`src/rtl/inst_fetch_queue.sv`:
```
// ============================================================================
// inst_fetch_queue : fetch PC owner + {pc, inst, next_pc} FIFO to the decoder.
// Optional macro FETCH_JAL_PREDICT_EN enables static JAL target prediction.
// Revision: 1.0
// ============================================================================
`default_nettype none

module inst_fetch_queue #(
  parameter int          QUEUE_DEPTH_LOG = 4,
  parameter logic [31:0] RESET_PC        = 32'h0
) (
  input  logic        clk_in,
  input  logic        rst_in,
  input  logic        rdy_in,
  input  logic        rob_clear,
  input  logic [31:0] rob_pc,
  output logic        inst_valid,
  output logic [31:0] PC,
  input  logic        inst_ready,
  input  logic [31:0] inst_res,
  input  logic        dec_ready,
  output logic        out_valid,
  output logic [31:0] out_inst,
  output logic [31:0] out_pc,
  output logic [31:0] out_pred_pc
);

  localparam int                       c_DEPTH_N = 1 << QUEUE_DEPTH_LOG;
  localparam logic [QUEUE_DEPTH_LOG:0] c_DEPTH   = {1'b1, {QUEUE_DEPTH_LOG{1'b0}}};
  localparam logic [QUEUE_DEPTH_LOG:0] c_CNT_ONE = (QUEUE_DEPTH_LOG+1)'(1);
  localparam logic [QUEUE_DEPTH_LOG-1:0] c_PTR_ONE = QUEUE_DEPTH_LOG'(1);

  logic [31:0]                r_pc;
  logic [QUEUE_DEPTH_LOG-1:0] r_head;
  logic [QUEUE_DEPTH_LOG-1:0] r_tail;
  logic [QUEUE_DEPTH_LOG:0]   r_count;

  logic [31:0] r_mem_inst [0:c_DEPTH_N-1];
  logic [31:0] r_mem_pc   [0:c_DEPTH_N-1];
  logic [31:0] r_mem_npc  [0:c_DEPTH_N-1];

  logic        w_full;
  logic        w_nonempty;
  logic        w_push;
  logic        w_pop;
  logic [31:0] w_npc;

  assign w_full     = (r_count == c_DEPTH);
  assign w_nonempty = (r_count != '0);

  // Request is also held low while reset is asserted so the arbiter sees no fetch.
  assign inst_valid = ~w_full & ~rst_in;
  assign PC         = r_pc;

  assign w_push = rdy_in & ~rob_clear & inst_valid & inst_ready;
  assign w_pop  = rdy_in & ~rob_clear & w_nonempty & dec_ready;

`ifdef FETCH_JAL_PREDICT_EN
  logic        w_is_jal;
  logic [31:0] w_jal_off;

  assign w_is_jal  = (inst_res[6:0] == 7'b1101111);
  assign w_jal_off = {{11{inst_res[31]}}, inst_res[31], inst_res[19:12],
                      inst_res[20], inst_res[30:21], 1'b0};
  assign w_npc     = w_is_jal ? (r_pc + w_jal_off) : (r_pc + 32'd4);
`else
  assign w_npc = r_pc + 32'd4;
`endif

  always_ff @(posedge clk_in or posedge rst_in) begin
    if (rst_in) begin
      r_pc    <= RESET_PC;
      r_head  <= '0;
      r_tail  <= '0;
      r_count <= '0;
    end else if (rdy_in) begin
      if (rob_clear) begin
        r_pc    <= rob_pc;
        r_head  <= '0;
        r_tail  <= '0;
        r_count <= '0;
      end else begin
        if (w_push) begin
          r_pc   <= w_npc;
          r_tail <= r_tail + c_PTR_ONE;
        end
        if (w_pop) begin
          r_head <= r_head + c_PTR_ONE;
        end
        case ({w_push, w_pop})
          2'b10:   r_count <= r_count + c_CNT_ONE;
          2'b01:   r_count <= r_count - c_CNT_ONE;
          default: r_count <= r_count;
        endcase
      end
    end
  end

  // Storage carries no reset; its content is only observed while the entry is live.
  always_ff @(posedge clk_in) begin
    if (w_push) begin
      r_mem_inst[r_tail] <= inst_res;
      r_mem_pc[r_tail]   <= r_pc;
      r_mem_npc[r_tail]  <= w_npc;
    end
  end

  assign out_valid   = w_nonempty;
  assign out_inst    = w_nonempty ? r_mem_inst[r_head] : 32'h0;
  assign out_pc      = w_nonempty ? r_mem_pc[r_head]   : 32'h0;
  assign out_pred_pc = w_nonempty ? r_mem_npc[r_head]  : 32'h0;

endmodule

`default_nettype wire

```
`config.mk`:
```
export PLATFORM = sky130hd
export DESIGN_NAME = inst_fetch_queue
export DESIGN_NICKNAME = d
export VERILOG_FILES = /design/src/rtl/inst_fetch_queue.sv
export SDC_FILE = /design/constraint.sdc
export NUM_CORES = 1
export LEC_CHECK = 0
export ABC_AREA = 1
export CAP_MARGIN = 15
export CORE_MARGIN = 2
export CORE_UTILIZATION = 25
export CTS_BUF_LIST = sky130_fd_sc_hd__clkbuf_4
export DETAILED_ROUTE_END_ITERATION = 12
export RECOVER_POWER = 25
export SETUP_SLACK_MARGIN = 0.15
export SLEW_MARGIN = 20
export SYNTH_ARGS = -nofsm -noshare
export SYNTH_HDL_FRONTEND = slang
export SYNTH_SLANG_ARGS = --single-unit
export TNS_END_PERCENT = 50
```
`constraint.sdc`:
```
create_clock -name clk_in -period 15.6 [get_ports clk_in]
set_input_delay 3.12 -clock clk_in [delete_from_list [all_inputs] [get_ports clk_in]]
set_output_delay 3.12 -clock clk_in [all_outputs]
set_load 0.005 [all_outputs]
```
**After elaboration in Yosys (flattened, before gate mapping)**

Memory sizes are Yosys's and may differ from the RTL's.
Cells that the tools add are included.

- Memory bits (writable): 1,536
- Logic and storage cells: 44
- Input port bits: 70
- Register bits: 45
- Memories kept: 3
- Output and inout port bits: 130

Memories:

| name | words | width | read ports | clocked after Yosys merged registers in | wr ports | RTL line | text |
|---|---|---|---|---|---|---|---|
| r_mem_inst | 16 | 32 | 1 | 0 | 1 | 38 | `logic [31:0] r_mem_inst [0:c_DEPTH_N-1];` |
| r_mem_npc | 16 | 32 | 1 | 0 | 1 | 40 | `logic [31:0] r_mem_npc [0:c_DEPTH_N-1];` |
| r_mem_pc | 16 | 32 | 1 | 0 | 1 | 39 | `logic [31:0] r_mem_pc [0:c_DEPTH_N-1];` |

- Equality and inequality tests: 3
- Add/subtract/negate cells: 5
- Muxes and demuxes: 13
- Reductions and logical operators: 7
- Bitwise operators: 9

Operator list:

| kind | number |
|---|---|
| 2-to-1 mux 32 bit | 5 |
| adder 32 x 3 -> 32 bit (second input constant) | 1 |
| 2-to-1 mux 4 bit | 4 |
| one-hot mux 5 bit (2 select lines) | 1 |
| adder 4 x 1 -> 4 bit (second input constant) | 2 |
| bitwise AND 1 bit | 6 |
| AND reduction 2 bit | 3 |
| adder 5 x 1 -> 5 bit (second input constant) | 1 |
| == test 5 bit (second input constant) | 1 |
| 2-to-1 mux 5 bit | 1 |
| nonzero test 5 bit | 1 |
| subtractor 5 x 1 -> 5 bit (second input constant) | 1 |
| nonzero test 2 bit | 2 |
| NOT 1 bit | 3 |
| nonzero test 3 bit | 1 |
| == test 2 x 1 -> 1 bit (second input constant) | 1 |
| == test 2 bit (second input constant) | 1 |
| 2-to-1 mux 1 bit | 2 |

**Depth between registers and ports, before layout**

- Depth in word-level cells: 8
- Gate-level depth with buffers: 16
- Depth with buffers taken out: 16

**Least setup slack after synthesis**

No wires, ideal clock.

- Path kind: input port to flip-flop
- Start point: input port rst_in
- End point: memory r_mem_inst[11][0], enable pin
- Path buffers: 0
- Setup time: 0.548 ns
- Arrival: 8.647 ns
- Data required time: 15.052 ns
- Cell stages on the path: 5
- Path slack: 6.406 ns
- Path through: inv_1 -> nand3_2 -> inv_2 -> nand2_1 -> nor2_1

- Word-level cells in the longest chain between the ends: 6

Ends and longest elaborated chain:

| what | RTL line | text |
|---|---|---|
| start, declared | 13 | `input logic rst_in,` |
| NOT 1 bit | 52 | `assign inst_valid = ~w_full & ~rst_in;` |
| bitwise AND 1 bit | 52 |  |
| bitwise AND 1 bit (2 in a row) | 55 | `assign w_push = rdy_in & ~rob_clear & inst_valid & inst_ready;` |
| 2-to-1 mux 1 bit | 101 | `if (w_push) begin` |
| 2-to-1 mux 1 bit (implied by the code) | 102 | `r_mem_inst[r_tail] <= inst_res;` |
| end, declared | 38 |  |

Every way passes these cells.

**Final worst setup path**

- Start point: input port rst_in
- End point: output port inst_valid

- Word-level cells in the longest chain between the ends: 2

Ends and longest elaborated chain:

| what | RTL line | text |
|---|---|---|
| NOT 1 bit | 52 |  |
| bitwise AND 1 bit | 52 |  |
| end, declared | 17 | `output logic inst_valid,` |

Every way passes these cells.

==> summary.txt <==
Synthesis
  • Complex-gate fraction of the synthesized area: 14.07%
  • Yosys warns: 0
  • Sequential-to-total area share from yosys stat: 75.81%
  • FFs w/ async S/R, synth: 2.905%
  • Largest cells by area after synthesis: edfxtp_1, o21ai_0, nor2_1
  • Post-synth cell types: 44
  • Register bit total from synthesis: 1549
  • Cell count after synthesis: 4456
  • Synth cell count leaders: edfxtp_1, nor2_1, o21ai_0
  • Area share of xor/xnor cells in the synthesized design: 0.3012%
  • Synth Area in Simple Gates: 6.939%
  • Mapped Area: 61060 µm²
  • Post-synth EDFFs: 1504
  • Mux cell area share after synthesis: 0%
  • Syn_nets: 4534
  • Synth Area in Adders: 0.1639%
  • Post-synth top area cell: edfxtp_1
  • Synth Area per Inst: 13.70 µm²
  • Yosys top cell area share: 73.97%
  • Combinational family with the most area after synthesis: compound AO/OA/AOI/OAI gates
  • Dominant synthesized flop cell: edfxtp_1
  • Most common cell in the netlist: edfxtp_1

Floorplanning
  • Row cnt: 181
  • Initial Utilization: 25.13%
  • Die area: 248200 µm²
  • Die width: 498.2 µm
  • Core Box Area: 243000 µm²
  • Die height: 498.2 µm
  • # IOs: 200

Worst setup path
  • Critical path data required time: 12.48 ns
  • Nature of the critical path endpoint: primary output
  • CP Buf/Inv Count: 5
  • Crit-path cells: dlygate4sd3_1, clkinv_1, clkbuf_1, nand2_1, inv_1, clkdlybuf4s50_1
  • Slowest stage delay, CP: 2.13 ns
  • FF-to-FF End: r_mem_inst[0][20]
  • Delay-heaviest family, CP: buffers and inverters
  • Crit path depth: 6
  • Reg2Reg Depth: 8
  • Critical Path AT: 6.66 ns
  • CP endpoint: inst_valid
  • Crit path launch type: input port
  • Worst R2R Start: r_count[2]
  • Worst-path maximum fanout: 47
  • Setup CP Type: in2out
  • Flop-to-flop setup slack: 11.19 ns
  • Worst path slowest cell: clkbuf_1
  • Critical Path Start: rst_in

Final layout
  • P&R area growth vs syn: 16.40%
  • NumNets Final: 4872
  • Layout cells sized above 1: 13.73%
  • Finished Cell Area: 71070 µm²

Global routing
  • Pin count of the biggest net entering global routing: 261
  • Vias in the first global route: 39556
  • GRT overflow: 0
  • Initial antenna violation count: 21
  • All-Layer GR Usage: 14.73%
  • First-pass GRT wire length: 271900 µm

STA
  • Post-Route Setup TNS: 0 ns
  • Worst-margin pin slew: 3.058 ns
  • Final Skew: 0.1032 ns
  • Worst setup margin: 5.824 ns
  • Period utilization: 62.67%
  • Final hold violations: 0
  • Final Setup Violations: 0
  • Fin. max-slew vios: 48
  • Worst slew margin: -103.9%
  • RSZ-0062 raised after global routing: false
  • Post-route minimum period: 9.776 ns
  • F_max: 102.3 MHz
  • Hold_ws: 0.5068 ns

Routing
  • Post-DRT Antenna Nets: 0
  • WL final: 189900 µm
  • Number of remaining DRC errors: 0
  • DR iter-0 viols: 4960
  • DR pass1 iterations: 5
  • Detailed-route via count: 40879
  • Routed len/inst: 23.05 µm
  • Vias per cell: 4.961

Clock network
  • Post-CTS Resized: 0
  • Clock latency on the worst-skew pair: 1.30 ns
  • CTS Buf Count: 386
  • Root buf cell: clkbuf_4
  • CTS max path bufs: 4
  • Htree depth: 5
  • CTS Sinks: 1549
  • CTS tree: built
  • Post-CTS Hold Buffers: 0
  • # Post-CTS Setup Buffers: 0
  • Clock Pin Slew Worst Setup and Hold Paths: 0.06 ns

Power
  • Comb pwr share: 25.2%
  • Design Power: 10.80 mW
  • Leakage Power: 22.11 nW
  • Power per cell area: 152.0 nW/µm²
  • Clock power frac: 29.9%
  • Flop pwr share: 44.9%
  • Peak supply drop: 0.0001170 V
  • Switching pwr: 3.541 mW
  • Sw frac: 32.78%
  • Internal power: 7.260 mW

Placed design
  • Dpl hpwl: 97110 µm
  • Area post-placement: 66480 µm²
  • Placer Congestion: 0.7847
  • Place WS: 7.267 ns
  • I/O Buffers: 199

Run status
  • Failing checks: max-capacitance violations, max-slew violations
  • Status: finished with violations

Worst hold path
  • Worst Hold Class: reg2reg

Run
  • Max Cap Viol: 2
## state kept, by name (all words and copies together) (netlist names)
name / count
PC: 32
r_count: 5
r_head: 4
r_mem_inst: 512
r_mem_npc: 512
r_mem_pc: 480
r_tail: 4
## per-stage QoR
| stage | std cells | util [%] |
|---|---|---|
| floorplan | 4456 | - |
| global placement | 7601 | 27.34 |
| detailed placement | 7602 | 27.36 |
| CTS | 8223 | 29.21 |
| global route | 8237 | 29.24 |
| finish | 8240 | 29.25 |
## tightest hold or removal path, delay by kind of cell, from the launching register on
kind | cells | cell delay, ns
simple gates | 2 | 0.12
flops | 1 | 0.36
## routing by layer
layer	vias to the layer above	share of wire [%]	global-route usage, %
met3	388	8.1	3.289
li1	17917	-	-
met5	-	0.047	0
met4	14	3.5	6.033
met2	1949	45	22.94
met1	20611	43	19.77
## cells by family (layout without fill, tap and decap cells)
kind of cell	count (synthesis)	after routing
buffers and inverters	396	967
adders and majority gates	8	8
and+or+nand+nor	1060	1060
AOI/OAI and AO/OA	1425	1425
DFF	1549	1549
xor gates and xnor gates	18	18
other	0	11
## how the worst min path moves through the flow
stage               startpoint    endpoint  slack, ns  depth (start not counted)
detailed placement  r_count[4]  r_count[4]       0.49                          2
CTS                 r_count[4]  r_count[4]       0.51                          2
floorplan           r_count[4]  r_count[4]       0.47                          2
global placement    r_count[4]  r_count[4]       0.49                          2
finish              r_count[4]  r_count[4]       0.51                          2
global route        r_count[4]  r_count[4]       0.55                          2
## final cells by class
type	count	area (µm²)
fillers	24412	171900
flip-flops and latches	1549	46300
multi-input cells	2511	13230
clock buffers	550	4129
well taps	3202	4006
repair buffers	289	2758
clock inverters	71	362.8
inverters	57	249.0
diodes	11	27.53
## placed cells by master, fill, tap and decap left out, types with 5 or more instances in the layout
| cell | synthesis | layout |
|---|---|---|
| edfxtp_1 | 1504 | 1504 |
| nor2_1 | 820 | 806 |
| o21ai_0 | 779 | 779 |
| clkbuf_4 | 0 | 550 |
| o221ai_1 | 252 | 252 |
| clkdlybuf4s50_1 | 0 | 186 |
| o22ai_1 | 133 | 133 |
| o211ai_1 | 124 | 124 |
| nand2_1 | 122 | 122 |
| a21oi_1 | 118 | 118 |
| nand3_1 | 87 | 87 |
| buf_4 | 17 | 58 |
| clkinv_1 | 4 | 57 |
| inv_1 | 49 | 47 |
| dfrtp_1 | 45 | 41 |
| clkbuf_1 | 246 | 20 |
| nor2_4 | 4 | 18 |
| xor2_1 | 14 | 12 |
| dlygate4sd3_1 | 0 | 12 |
| diode_2 | 0 | 11 |
| ha_1 | 8 | 8 |
| clkinv_2 | 0 | 8 |
| inv_2 | 4 | 6 |
| nand4_1 | 5 | 5 |
| o21ai_1 | 5 | 5 |
| a31oi_1 | 6 | 5 |
| buf_16 | 0 | 5 |
| buf_12 | 0 | 5 |
## power groups by stage
stage                     Clock [mW]  Sequential, mW  Combinational (mW)
after floorplan                    0            4.88                1.43
final                           3.23            4.85                2.72
after CTS                       3.32            4.84                2.75
after global routing            3.52            4.85                2.97
after detailed placement           0            4.93                2.74
after global placement             0            4.93                2.71
Power figures use the tool's default switching activity.
